File: src/rtl/board_reset_pkg.sv
// Shared types and sizing helper for the board reset sequencer.
// Optional watchdog is controlled by RESET_SEQ_WDT_EN in board_reset_seq.
package board_reset_pkg;

  typedef enum logic [1:0] {
    CAUSE_POR  = 2'd0,
    CAUSE_BTN  = 2'd1,
    CAUSE_LOCK = 2'd2,
    CAUSE_WDT  = 2'd3
  } rst_cause_e;

  typedef enum logic [1:0] {
    ST_ASSERT  = 2'd0,
    ST_RELEASE = 2'd1,
    ST_RUN     = 2'd2
  } seq_state_e;

  // Bits needed for a counter that must hold values 0..max_val.
  function automatic int cnt_w(input int max_val);
    return (max_val < 2) ? 1 : $clog2(max_val + 1);
  endfunction

endpackage

File: src/rtl/board_reset_debounce.sv
// One button: 2-FF synchroniser into a saturating low-time counter.
// o_pressed asserts after DEB_CYCLES low samples and drops on the first high sample.
module board_reset_debounce
  import board_reset_pkg::*;
#(
  parameter int DEB_CYCLES = 50000
) (
  input  logic i_clk,
  input  logic i_reset,
  input  logic i_btn_n,
  output logic o_pressed
);

  localparam int CW = cnt_w(DEB_CYCLES);
  localparam logic [CW-1:0] DEB_MAX = CW'(DEB_CYCLES);

  logic [1:0]    r_sync;
  logic [CW-1:0] r_cnt;

  always_ff @(posedge i_clk) begin
    if (i_reset) begin
      r_sync <= 2'b11;
      r_cnt  <= '0;
    end else begin
      r_sync <= {r_sync[0], i_btn_n};
      if (r_sync[1]) begin
        r_cnt <= '0;
      end else if (r_cnt != DEB_MAX) begin
        r_cnt <= r_cnt + CW'(1);
      end
    end
  end

  assign o_pressed = (r_cnt == DEB_MAX);

endmodule

File: src/rtl/board_reset_seq.sv
// Board reset sequencer: merges buttons and PLL lock, releases rst_out[0..N_OUT-1] in order.
// Define RESET_SEQ_WDT_EN to add the wdt_kick port and a RUN-state watchdog.
module board_reset_seq
  import board_reset_pkg::*;
#(
  parameter int N_BTN        = 2,
  parameter int N_OUT        = 3,
  parameter int DEB_CYCLES   = 50000,
  parameter int STAGE_CYCLES = 16
`ifdef RESET_SEQ_WDT_EN
  , parameter int WDT_CYCLES = 1 << 24
`endif
) (
  input  logic             clk,
  input  logic             reset,
  input  logic [N_BTN-1:0] btn_n,
  input  logic             pll_locked,
`ifdef RESET_SEQ_WDT_EN
  input  logic             wdt_kick,
`endif
  output logic [N_OUT-1:0] rst_out,
  output logic             seq_done,
  output logic [1:0]       rst_cause
);

  localparam int SW = cnt_w(STAGE_CYCLES - 1);
  localparam int IW = cnt_w(N_OUT - 1);
  localparam logic [SW-1:0] STAGE_LAST = SW'(STAGE_CYCLES - 1);
  localparam logic [IW-1:0] IDX_LAST   = IW'(N_OUT - 1);

  logic [N_BTN-1:0] w_pressed;
  logic [1:0]       r_lock_sync;
  logic             w_lock_req;
  logic             w_btn_req;
  logic             w_wdt_req;
  logic             w_req;

  seq_state_e       r_state;
  seq_state_e       w_state_nxt;
  logic [SW-1:0]    r_cnt;
  logic [SW-1:0]    w_cnt_nxt;
  logic [IW-1:0]    r_idx;
  logic [IW-1:0]    w_idx_nxt;
  logic [N_OUT-1:0] r_rst_out;
  logic [N_OUT-1:0] w_rst_nxt;
  rst_cause_e       r_cause;
  rst_cause_e       w_cause_nxt;
  rst_cause_e       w_cause_sel;
  logic             w_stage_end;

  for (genvar g = 0; g < N_BTN; g++) begin : g_btn
    board_reset_debounce #(
      .DEB_CYCLES(DEB_CYCLES)
    ) u_deb (
      .i_clk    (clk),
      .i_reset  (reset),
      .i_btn_n  (btn_n[g]),
      .o_pressed(w_pressed[g])
    );
  end

  // Lock synchroniser starts "unlocked" so reset always holds the outputs first.
  always_ff @(posedge clk) begin
    if (reset) begin
      r_lock_sync <= 2'b00;
    end else begin
      r_lock_sync <= {r_lock_sync[0], pll_locked};
    end
  end

`ifdef RESET_SEQ_WDT_EN
  localparam int WW = cnt_w(WDT_CYCLES - 1);
  localparam logic [WW-1:0] WDT_LAST = WW'(WDT_CYCLES - 1);

  logic [WW-1:0] r_wdt_cnt;

  always_ff @(posedge clk) begin
    if (reset || (r_state != ST_RUN) || wdt_kick) begin
      r_wdt_cnt <= '0;
    end else if (r_wdt_cnt != WDT_LAST) begin
      r_wdt_cnt <= r_wdt_cnt + WW'(1);
    end
  end

  assign w_wdt_req = (r_state == ST_RUN) && (r_wdt_cnt == WDT_LAST);
`else
  assign w_wdt_req = 1'b0;
`endif

  assign w_lock_req  = ~r_lock_sync[1];
  assign w_btn_req   = |w_pressed;
  assign w_req       = w_lock_req | w_btn_req | w_wdt_req;
  assign w_stage_end = (r_cnt == STAGE_LAST);
  assign w_cause_sel = w_lock_req ? CAUSE_LOCK : (w_btn_req ? CAUSE_BTN : CAUSE_WDT);

  always_ff @(posedge clk) begin
    if (reset) begin
      r_state <= ST_ASSERT;
    end else begin
      r_state <= w_state_nxt;
    end
  end

  always_comb begin
    w_state_nxt = r_state;
    case (r_state)
      ST_ASSERT:  if (!w_req && w_stage_end) w_state_nxt = ST_RELEASE;
      ST_RELEASE: begin
        if (w_req) begin
          w_state_nxt = ST_ASSERT;
        end else if (w_stage_end && (r_idx == IDX_LAST)) begin
          w_state_nxt = ST_RUN;
        end
      end
      ST_RUN:     if (w_req) w_state_nxt = ST_ASSERT;
      default:    w_state_nxt = ST_ASSERT;
    endcase
  end

  always_comb begin
    w_cnt_nxt   = '0;
    w_idx_nxt   = r_idx;
    w_rst_nxt   = r_rst_out;
    w_cause_nxt = r_cause;
    seq_done    = (r_state == ST_RUN);
    case (r_state)
      ST_ASSERT: begin
        w_rst_nxt = '1;
        w_idx_nxt = '0;
        if (!w_req && !w_stage_end) w_cnt_nxt = r_cnt + SW'(1);
      end
      ST_RELEASE: begin
        if (w_stage_end) begin
          for (int k = 0; k < N_OUT; k++) begin
            if (r_idx == IW'(k)) w_rst_nxt[k] = 1'b0;
          end
          w_idx_nxt = (r_idx == IDX_LAST) ? '0 : r_idx + IW'(1);
        end else begin
          w_cnt_nxt = r_cnt + SW'(1);
        end
      end
      default: ;
    endcase
    // A request outside ASSERT overrides any release in progress this cycle.
    if ((r_state != ST_ASSERT) && w_req) begin
      w_rst_nxt   = '1;
      w_idx_nxt   = '0;
      w_cnt_nxt   = '0;
      w_cause_nxt = w_cause_sel;
    end
  end

  always_ff @(posedge clk) begin
    if (reset) begin
      r_cnt     <= '0;
      r_idx     <= '0;
      r_rst_out <= '1;
      r_cause   <= CAUSE_POR;
    end else begin
      r_cnt     <= w_cnt_nxt;
      r_idx     <= w_idx_nxt;
      r_rst_out <= w_rst_nxt;
      r_cause   <= w_cause_nxt;
    end
  end

  assign rst_out   = r_rst_out;
  assign rst_cause = r_cause;

endmodule

File: config.mk
export PLATFORM = sky130hd
export DESIGN_NAME = board_reset_seq
export DESIGN_NICKNAME = d
export VERILOG_FILES = /design/src/rtl/board_reset_pkg.sv /design/src/rtl/board_reset_debounce.sv /design/src/rtl/board_reset_seq.sv
export SDC_FILE = /design/constraint.sdc
export NUM_CORES = 1
export LEC_CHECK = 0
export ABC_AREA = 0
export BUFFER_PORTS_ARGS = -buffer_cell sky130_fd_sc_hd__buf_2
export CORE_AREA = 2 2 68 70
export CTS_CLUSTER_SIZE = 14
export DETAILED_ROUTE_END_ITERATION = 10
export DIE_AREA = 0 0 70 72
export PLACE_DENSITY = 0.68
export SLEW_MARGIN = 0
export SYNTH_ARGS = -nofsm -noshare
export SYNTH_HDL_FRONTEND = slang
export SYNTH_SLANG_ARGS = --single-unit
File: constraint.sdc
create_clock -name clk -period 1.7 [get_ports clk]
set_input_delay 0.255 -clock clk [delete_from_list [all_inputs] [get_ports clk]]
set_output_delay 0.255 -clock clk [all_outputs]
set_load 0.05 [all_outputs]
# == After elaboration in Yosys (flattened, before gate mapping) ==
# Cells that the tools add are included.
# totals
out_inout_bits,6
wordCells,71
reg_bits,51
inputBits,5
# classes
reduce_logical,19
n_mux,18
n_eq_ne,16
bitwise,2
add_sub_neg,4
# op_table
op,count
$add 16x1->16 const B,2
$eq 16x16->1 const B,2
$ne 16x16->1 const B,2
$mux 2,8
$reduce_and 3->1,4
$ne 2x2->1 const B,5
$mux 4,2
$pmux 4 s2,1
$reduce_or 2->1,4
$pmux 2 s3,1
$pmux 3 s2,1
$add 4x1->4 const B,1
$eq 2x1->1 const B,2
$eq 2x2->1 const B,2
$eq 4x4->1 const B,1
$logic_and 1x1->1,4
$logic_not 2->1,2
$pmux 2 s2,1
$reduce_bool 2->1,2
$mux 1,3
$mux 3,1
$ne 3x3->1 const B,1
$add 2x1->2 const B,1
$logic_not 1->1,2
4 further kinds,4

# == Logic depth before layout (Yosys ltp) ==
# Gate-level depths: netlist of run 1.
# depth
word_depth,7
ltp_mapped,7
mapped_depth_nobuf,6

# == Cells and area by module ==
# Synthesis of run 1 repeated with hierarchy kept, for this count alone.
# hier_totals
hier_cells,251
hier_area_um2,2290.9
# by_module_without_submodules
mod,n_inst,seq_area_each_um2,cells_each,area_each_um2
board_reset_debounce,2,360.3,93,827.0
board_reset_seq,1,300.3,65,636.9

# == Worst setup path before layout of run 1 ==
# No wires, ideal clock.
# synth_path
kind,register to register
startpoint,register g_btn[0].u_deb.r_cnt[0]
endpoint,register r_rst_out[2] (netlist: rst_out[2])
path_buffers,0
synth_period_minus_slack_ps,1559
required_ps,1573
setup_time_ps,127
slack_ps,141
t_arrival_ps,1432
path_stages_with_launch,7
cell_sequence,dfxtp_1 inv_1 ha_1 and3_1 nand4_2 nand4b_2 or3_1
# synth_via
elab_chain_len,5
# synth_rtl
item,line_no,text
start: declaration,board_reset_debounce.sv:18,logic [CW-1:0] r_cnt;
start signal: assignment,board_reset_debounce.sv:29,r_cnt <= r_cnt + CW'(1);
$eq 16x16->1,board_reset_debounce.sv:34,assign o_pressed = (r_cnt == DEB_MAX);
$reduce_or 2->1,board_reset_seq.sv:91,assign w_btn_req = |w_pressed;
$or 1x1->1,board_reset_seq.sv:92,assign w_req = w_lock_req | w_btn_req | w_wdt_req;
$logic_and 1x1->1,board_reset_seq.sv:145,if ((r_state != ST_ASSERT) && w_req) begin
$reduce_or 2->1 (no source line),--,
end signal: assignment,board_reset_seq.sv:162,r_rst_out <= w_rst_nxt;
end: declaration,board_reset_seq.sv:44,logic [N_OUT-1:0] r_rst_out;
# No other way between the ends.
# A chain may end at the register's enable or synchronous reset.

# == Worst setup path in the final report of run 1 ==
# layout_path
startpoint,register g_btn[1].u_deb.r_cnt[0]
endpoint,register r_rst_out[1] (netlist: rst_out[1])
# layout_via
elab_chain_len,5
# layout_rtl
item,line_no
start: declaration,board_reset_debounce.sv:18
start signal: assignment,board_reset_debounce.sv:29
$eq 16x16->1,board_reset_debounce.sv:34
$reduce_or 2->1,board_reset_seq.sv:91
$or 1x1->1,board_reset_seq.sv:92
$logic_and 1x1->1,board_reset_seq.sv:145
$reduce_or 2->1 (no source line),--
# No other way between the ends.

==> results of run 1 <==
## path summary, 6_finish.rpt
path | from | endpoint | slack, ns | cells after the start
max | g_btn[1].u_deb.r_cnt[0] | rst_out[1] | 0.15 | 7
min | btn_n[0] | g_btn[0].u_deb.r_sync[0] | 0.13 | 2
max reg2reg | g_btn[1].u_deb.r_cnt[0] | rst_out[1] | 0.15 | 7
min reg2reg | g_btn[0].u_deb.r_sync[0] | g_btn[0].u_deb.r_sync[1] | 0.42 | 1
## final cells by class
type	count	area, um^2
fillers	393	1730
multi-input cells	182	1180
flip-flops and latches	51	1020
repair buffers	20	138
clock buffers	8	100
well taps	52	65.1
inverters	9	33.8
## layout by cell type, fill, tap and decap left out, types with 3 or more instances in the layout
cell,netlist,routed
nand3b_1,3,3
nor3_1,7,7
nor2_1,34,34
or2_2,6,6
o21ai_0,7,7
nand4_1,8,8
buf_2,1,10
buf_4,0,9
nor2b_1,4,4
a21oi_1,15,15
nand2_1,14,14
and4bb_2,3,3
xor2_1,9,9
inv_1,9,9
clkbuf_8,0,7
ha_1,5,5
or3_1,7,7
nor4_1,7,7
xnor2_1,12,12
nand3_1,13,13
dfxtp_1,51,50
## power by group
part / switching, W / internal [W]
registers: 0.00000562 / 0.00120
logic: 0.0000276 / 0.0000199
clock network: 0.000379 / 0.000372
## logic make-up (layout without fill, tap and decap cells)
group,count (synthesis),after routing,synth area share
buffers and inverters,17,37,0.0352
muxes,2,2,0.00879
adders and majority gates,5,5,0.0275
AOI/OAI and AO/OA,31,31,0.0907
xor gates and xnor gates,21,21,0.0808
and+or+nand+nor,123,123,0.309
DFF,51,51,0.448
## metrics by stage
stage	std cells	worst slack [ns]	area [um^2]	hold WS (ns)
after floorplan	250	0.141	2280	0.359
final	322	0.152	2530	0.132
after global routing	322	0.0415	2530	0.121
after CTS	322	0.0170	2530	0.121
after detailed placement	314	0.153	2430	0.405
after global placement	314	0.194	2430	0.393
## metal layers
metal	vias up	wire [um]	part of all wire
li1	908	-	-
met1	764	2100	0.53
met2	20	1710	0.43
met3	7	108	0.027
met4	0	65	0.016
met5	-	0	0
## flip-flops by register name, summed over array words and instances, names as in the netlist
name	count
rst_cause	2
r_lock_sync	2
g_btn.u_deb.r_sync	4
r_cnt	4
r_idx	2
g_btn.u_deb.r_cnt	32
rst_out	3
r_state	2
## timing repair
| action | CTS | global route |
|---|---|---|
| hold buffers | 0 | 0 |
| buffers inserted | 0 | 0 |
| resized for setup | 0 | 1 |
| endpoints found under the setup margin | 0 | 1 |
==> out/metrics.cfg, run 1 <==
[outcome]
status = finished, final reports clean

[global_routing]
grtUsageTotal = 0.168
grtUsageMet3 = 0.0417
gr-usage-met1 = 0.225
met2_usage = 0.263
grt_max_degree = 18
grt_pass1_vias = 1532
overflow = 0
grt_pass1_wl_um = 6820
antenna_found_initial = 0
top_usage_layer = met2

[critical_path]
setup.worst_path.start_class = flip-flop
crit_family = simple AND/OR/NAND/NOR gates
path_buf_inv = 2
worstPathRequired_ns = 1.89
max_stage_delay_ns = 0.39
crit_path_max_fanout = 10
cp_slowest_cell = dfxtp_1
crit_arrival_ns = 1.74
cp_cell_sequence = inv_1, ha_1, and3b_1, nand4_2, nand4b_2, buf_12, a211o_1
worst_setup_path_end_kind = flip-flop
worstSetupPathType = reg2reg

[sta]
timing.slew.headroom = 0.706
rsz0062_at_grt = false
fmax_mhz = 646
worst_pin_slew_ns = 0.437
tns_ns = 0
fin_crit_sh = 0.910
period_needed_ns = 1.55
maxSlewViolCount = 0
fin_skew_ns = 0.00875
final_hold_viol_count = 0
setup_violations = 0

[yosys]
syn_nets = 260
ys_seq_elements = 51
synth_area_leader_cell = dfxtp_1
synthTopCellsByArea = dfxtp_1 45%, nor2_1 5.6%, xnor2_1 4.6%, xor2_1 3.5%, a21oi_1 3.3%
synth_edf_count = 0
ys_async_sr_fraction = 0
synth.cell_area_mm2 = 0.00228
synthTopCellsByCount = 51 x dfxtp_1, 34 x nor2_1, 15 x a21oi_1
ys_seq_area_frac = 0.448
yosysMostFrequentCell = dfxtp_1
synth_top_area_frac = 0.448
netlist_instances = 250
ys_types = 41
synth-warning-count = 0
ys.flop_type = dfxtp_1
synth.avg_cell_area_um2 = 9.11

[layout]
nets = 279
area_growth_pct = 11.3
num_antenna_cells = 0
drive_above_1_share = 0.170
fin_util = 0.594

[drt]
num_vias = 1699
first_iter_violations = 56
routed_via_density = 5.28
drc_errors = 0
firstDrtPassIters = 4
drt_wl_total_um = 3980
wire_per_inst_um = 12.4
drtAntennaViolNets = 0

[clock_network]
cts_max_level = 2
cts_tree = built
numCtsBuffers = 5
cts_sinks = 51
cts_max_path_buffers = 2
clk_latency_ns = 0.30
cts-root-buf = clkbuf_8
path_clk_slew_ns = 0.08

[worst_hold_path]
hold_path.class = in2reg

[die]
die_h_um = 72
io-pin-count = 11
fp.dieW_um = 70
core_area_mm2 = 0.00426
dieArea_mm2 = 0.00504
fp-row-count = 24
start_util = 0.534

[power]
power_leakage_nw = 0.864
ir_worst_vdd_mv = 0.487
pwr_density_cell_mw_per_mm2 = 793
power.total_w = 0.00201

[placed_design]
port_buffers = 10
dpl.hpwl_um = 2850
gp_congestion = 0.755

[run]
maxCapViolCount = 0

(Power assumes the default switching activity.)
==> inputs of run 2 (changes only) <==
Settings changed: CTS_BUF_LIST set to sky130_fd_sc_hd__clkbuf_4.
==> out/metrics.cfg, run 2 (synthesis gave the netlist of run 1 again) <==
[outcome]
status = finished, final reports clean  ; unchanged

[clock_network]
cts-root-buf = clkbuf_4  ; was clkbuf_8
numCtsBuffers = 5  ; unchanged
cts_max_level = 2  ; unchanged
path_clk_slew_ns = 0.14  ; was 0.08 ns
clk_latency_ns = 0.36  ; was 0.30 ns
cts_max_path_buffers = 2  ; unchanged
cts_sinks = 51  ; unchanged
post_cts_buffers = 0  ; unchanged
cts_tree = built  ; unchanged

[layout]
final_cell_mix = 50 x dfxtp_1, 34 x nor2_1, 15 x a21oi_1  ; unchanged
drive_above_1_share = 0.167  ; was 0.170
num_antenna_cells = 0  ; unchanged
largest-register = g_btn.u_deb.r_cnt  ; unchanged
nets = 279  ; unchanged
largestRegisters = g_btn.u_deb.r_cnt: 32 flops, g_btn.u_deb.r_sync: 4 flops, r_cnt: 4 flops  ; unchanged
area_growth_pct = 9.34  ; was 11.3%
stdcell_area_mm2 = 0.00249  ; was 0.00253 mm^2
layout.cells.most_common = dfxtp_1  ; unchanged
fillers = 393  ; unchanged
largest_reg_flops = 32  ; unchanged

[power]
power.total_w = 0.00179  ; was 0.00201 W
power_leakage_nw = 0.842  ; was 0.864 nW
pwr_density_cell_mw_per_mm2 = 718  ; was 793 mW/mm^2
ir_worst_vdd_mv = 0.530  ; was 0.487 mV

[die]
fp-row-count = 24  ; unchanged
io-pin-count = 11  ; unchanged
core_area_mm2 = 0.00426  ; unchanged
die_h_um = 72  ; unchanged
dieArea_mm2 = 0.00504  ; unchanged
start_util = 0.534  ; unchanged
fp.dieW_um = 70  ; unchanged

[sta]
rsz0062_at_grt = false  ; unchanged
period_needed_ns = 1.57  ; was 1.55 ns
setup_violations = 0  ; unchanged
maxSlewViolCount = 0  ; unchanged
fmax_mhz = 639  ; was 646 MHz
fin_skew_ns = 0.0117  ; was 0.00875 ns
tns_ns = 0  ; unchanged
timing.slew.headroom = 0.704  ; was 0.706
worst_pin_slew_ns = 0.439  ; was 0.437 ns
final_hold_viol_count = 0  ; unchanged
hold_slack_ns = 0.0571  ; was 0.132 ns
fin_crit_sh = 0.921  ; was 0.910

[global_routing]
grt_pass1_wl_um = 6790  ; was 6820 um
overflow = 0  ; unchanged
grt_max_degree = 18  ; unchanged
grtUsageTotal = 0.168  ; unchanged
antenna_found_initial = 0  ; unchanged
grt_pass1_vias = 1538  ; was 1,532

[drt]
routed_via_density = 5.27  ; was 5.28
wire_per_inst_um = 12.2  ; was 12.4 um
drtAntennaViolNets = 0  ; unchanged
num_vias = 1697  ; was 1,699
drc_errors = 0  ; unchanged
first_iter_violations = 61  ; was 56
firstDrtPassIters = 4  ; unchanged
drt_wl_total_um = 3940  ; was 3980 um

[run]
maxCapViolCount = 0  ; unchanged

[critical_path]
worstSetupPathType = reg2out  ; was reg2reg
worst_setup_path_end_kind = primary output  ; was flip-flop
setup.worst_path.start_class = flip-flop  ; unchanged
rr_startpoint = g_btn[1].u_deb.r_cnt[0]  ; unchanged
rr_worst_depth = 7  ; unchanged
worstPathRequired_ns = 1.44  ; was 1.89 ns
crit_arrival_ns = 1.31  ; was 1.74 ns
crit_path_max_fanout = 11  ; was 10
r2r_slack_ns = 0.14  ; was 0.15 ns
reg2reg_to = rst_out[1]  ; unchanged

[placed_design]
place_area_mm2 = 0.00243  ; unchanged
dpl.hpwl_um = 2850  ; unchanged
port_buffers = 10  ; unchanged
gp_congestion = 0.755  ; unchanged

[worst_hold_path]
hold_start = btn_n[0]  ; unchanged
hold_depth = 2  ; unchanged
hold_path.class = in2reg  ; unchanged
min_to = g_btn[0].u_deb.r_sync[0]  ; unchanged

run 2: cell count changes in the layout (fill, tap and decap cells not counted):
cell,before,now
clkinv_1,0,2
clkbuf_1,1,0
clkbuf_8,7,0
clkbuf_4,0,7
buf_2,10,9
run 2: power by group:
group / total (W) / switching (W) / internal, W
Combinational: 0.0000474 / 0.0000275 / 0.0000199
Sequential: 0.00121 / 0.00000566 / 0.00121
Clock: 0.000528 / 0.000357 / 0.000170
Total: 0.00179 / 0.000391 / 0.00140
run 2: worst max path at each step:
| stage | end | depth (start not counted) | from |
|---|---|---|---|
| 2_1_floorplan | rst_out[2] | 6 | g_btn[0].u_deb.r_cnt[0] |
| 3_3_place_gp | rst_out[1] | 7 | g_btn[1].u_deb.r_cnt[0] |
| 3_5_place_dp | rst_out[2] | 6 | g_btn[1].u_deb.r_cnt[0] |
| 4_1_cts | seq_done | 2 | r_state[1] |
| 5_1_grt | seq_done | 2 | r_state[1] |
| 6_report | seq_done | 2 | r_state[1] |
run 2: metrics by stage:
step,util,worst slack (ns),std cells
2_1_floorplan,-,0.141,250
3_3_place_gp,0.571,0.194,314
3_5_place_dp,0.571,0.153,314
4_1_cts,0.583,0.0835,322
5_1_grt,0.584,0.0143,322
6_report,0.584,0.134,322
run 2: cell type report:
class	instances	area, um^2	share of cell area
multi-input cells	182	1180	0.472
clock inverters	2	7.51	0.00302
flip-flops and latches	51	1020	0.411
clock buffers	6	45.0	0.0181
inverters	9	33.8	0.0136
well taps	52	65.1	0.0261
repair buffers	20	140	0.0563
run 2: what timing repair did:
action,4_1_cts,5_1_grt
endpoints found under the setup margin,1,1
cloned,0,0
resized for setup,1,1
hold buffers,0,0
run 2: worst max-delay path, cell delays in order, from the launching register on:
cell	delay, ns
dfxtp_2	0.48
nor2b_1	0.22
clkbuf_4	0.26
run 2: routing by layer:
layer	track usage	part of all wire	routed length (um)
met5	0	0	0
met4	0.0705	0.018	71
met3	0.0417	0.029	113
met2	0.270	0.44	1730
met1	0.217	0.51	2020
==> inputs of run 3 (changes only) <==
Settings changed: BUFFER_PORTS_ARGS -buffer_cell sky130_fd_sc_hd__buf_2 to not set, DONT_BUFFER_PORTS set to 1, PLACE_DENSITY 0.68 to 0.66, RECOVER_POWER set to 100, SKIP_CTS_REPAIR_TIMING set to 1.
==> out/metrics.cfg, run 3 (synthesis gave the netlist of run 1 again) <==
[sta]
maxSlewViolCount = 0  ; unchanged
fin_crit_sh = 0.931  ; was 0.921
rsz0062_at_grt = false  ; unchanged
fin_skew_ns = 0.00940  ; was 0.0117 ns
fin_ws_ns = 0.117  ; was 0.134 ns
period_needed_ns = 1.58  ; was 1.57 ns
fmax_mhz = 632  ; was 639 MHz
hold_slack_ns = 0.0156  ; was 0.0571 ns
timing.slew.headroom = 0.630  ; was 0.704
final_hold_viol_count = 0  ; unchanged
worst_pin_slew_ns = 0.554  ; was 0.439 ns
setup_violations = 0  ; unchanged

[clock_network]
path_clk_slew_ns = 0.13  ; was 0.14 ns
cts_tree = built  ; unchanged
cts-root-buf = clkbuf_4  ; unchanged
cts_sinks = 51  ; unchanged
numCtsBuffers = 5  ; unchanged
cts_max_level = 2  ; unchanged
clk_latency_ns = 0.36  ; about the same
cts_max_path_buffers = 2  ; unchanged

[layout]
area_growth_pct = 7.91  ; was 9.34%
fin_util = 0.576  ; was 0.584
stdcell_area_mm2 = 0.00246  ; was 0.00249 mm^2
final_cell_mix = 49 x dfxtp_1, 34 x nor2_1, 15 x a21oi_1  ; was 50 x dfxtp_1, 34 x nor2_1, 15 x a21oi_1
nets = 273  ; was 279
layout.cells.non_filler = 316  ; was 322
drive_above_1_share = 0.133  ; was 0.167
largest_reg_flops = 32  ; unchanged
multi_input_area_mm2 = 0.00118  ; about the same
num_antenna_cells = 0  ; unchanged
largest-register = g_btn.u_deb.r_cnt  ; unchanged
fillers = 413  ; was 393
regArea_mm2 = 0.00102  ; about the same
layout.cells.most_common = dfxtp_1  ; unchanged
largestRegisters = g_btn.u_deb.r_cnt: 32 flops, g_btn.u_deb.r_sync: 4 flops, r_cnt: 4 flops  ; unchanged

[power]
ir_worst_vdd_mv = 0.609  ; was 0.530 mV
pwr_density_cell_mw_per_mm2 = 722  ; was 718 mW/mm^2
power_leakage_nw = 0.804  ; was 0.842 nW

[die]
die_h_um = 72  ; unchanged
io-pin-count = 11  ; unchanged
dieArea_mm2 = 0.00504  ; unchanged
start_util = 0.534  ; unchanged
core_area_mm2 = 0.00426  ; unchanged
fp-row-count = 24  ; unchanged
fp.dieW_um = 70  ; unchanged

[global_routing]
grt_pass1_wl_um = 6670  ; was 6790 um
grt_max_degree = 18  ; unchanged
grt_pass1_vias = 1545  ; was 1,538
overflow = 0  ; unchanged
grtUsageTotal = 0.161  ; was 0.168
antenna_found_initial = 0  ; unchanged

[drt]
firstDrtPassIters = 4  ; unchanged
drtAntennaViolNets = 0  ; unchanged
routed_via_density = 5.27  ; about the same
drt_wl_total_um = 3730  ; was 3940 um
num_vias = 1666  ; was 1,697
first_iter_violations = 50  ; was 61
wire_per_inst_um = 11.8  ; was 12.2 um
drc_errors = 0  ; unchanged

[critical_path]
worst_setup_path_end_kind = primary output  ; unchanged
cp_cell_sequence = nor2b_1, clkbuf_4  ; unchanged
max_stage_delay_ns = 0.50  ; was 0.48 ns
setup.worst_path.start_class = flip-flop  ; unchanged
path_buf_inv = 1  ; unchanged
worstSetupPathType = reg2out  ; unchanged
crit_family = flip-flops  ; unchanged
crit_path_max_fanout = 11  ; unchanged
cp_slowest_cell = dfxtp_2  ; unchanged
crit_arrival_ns = 1.33  ; was 1.31 ns
worstPathRequired_ns = 1.44  ; about the same

[run]
maxCapViolCount = 0  ; unchanged

[placed_design]
pre_cts_slack_ns = 0.116  ; was 0.153 ns
port_buffers = 0  ; was 10
place_area_mm2 = 0.00238  ; was 0.00243 mm^2
dpl.hpwl_um = 2660  ; was 2850 um
dp.cells = 305  ; was 314
gp_congestion = 0.817  ; was 0.755

[outcome]
status = finished, final reports clean  ; unchanged

[worst_hold_path]
hold_path.class = in2reg  ; unchanged

## run 3: metal layers
| metal | GRT usage | routed length (um) |
|---|---|---|
| met1 | 0.218 | 1930 |
| met3 | 0.0500 | 127 |
| met5 | 0 | 0 |
| met2 | 0.251 | 1630 |
| met4 | 0.0449 | 42 |
## run 3: worst paths after layout
check	cells past startpoint	slack (ns)	to	start
setup / recovery	2	0.12	seq_done	r_state[1]
hold / removal	1	0.02	r_lock_sync[0]	pll_locked
setup reg to reg	7	0.14	rst_out[0]	g_btn[1].u_deb.r_cnt[1]
hold reg to reg	1	0.43	g_btn[1].u_deb.r_sync[1]	g_btn[1].u_deb.r_sync[0]
## run 3: cell type report
cell class	instances	share of cell area
clock buffers	6	0.0183
clock inverters	2	0.00305
inverters	9	0.0137
multi-input cells	182	0.481
flip-flops and latches	51	0.416
well taps	52	0.0265
repair buffers	14	0.0412
## run 3: where the power goes
part	internal [W]	total [W]	switching [W]
logic	0.0000192	0.0000369	0.0000177
registers	0.00121	0.00122	0.0000139
clock network	0.000170	0.000517	0.000347
total	0.00140	0.00177	0.000379
## run 3: through the flow
stage,setup TNS (ns),total power (W)
global route,0,0.00185
finish,0,0.00177
detailed placement,0,0.00128
floorplan,0,0.00127
CTS,-0.00842,0.00179
global placement,0,0.00128
## run 3: worst register-to-register path, stage by stage, from the launching register on
cell      delay [ns]
dfxtp_1         0.39
inv_1           0.06
ha_1            0.17
and3b_1         0.18
nand4_2         0.12
nand4b_2        0.15
buf_4           0.19
a211o_1         0.22
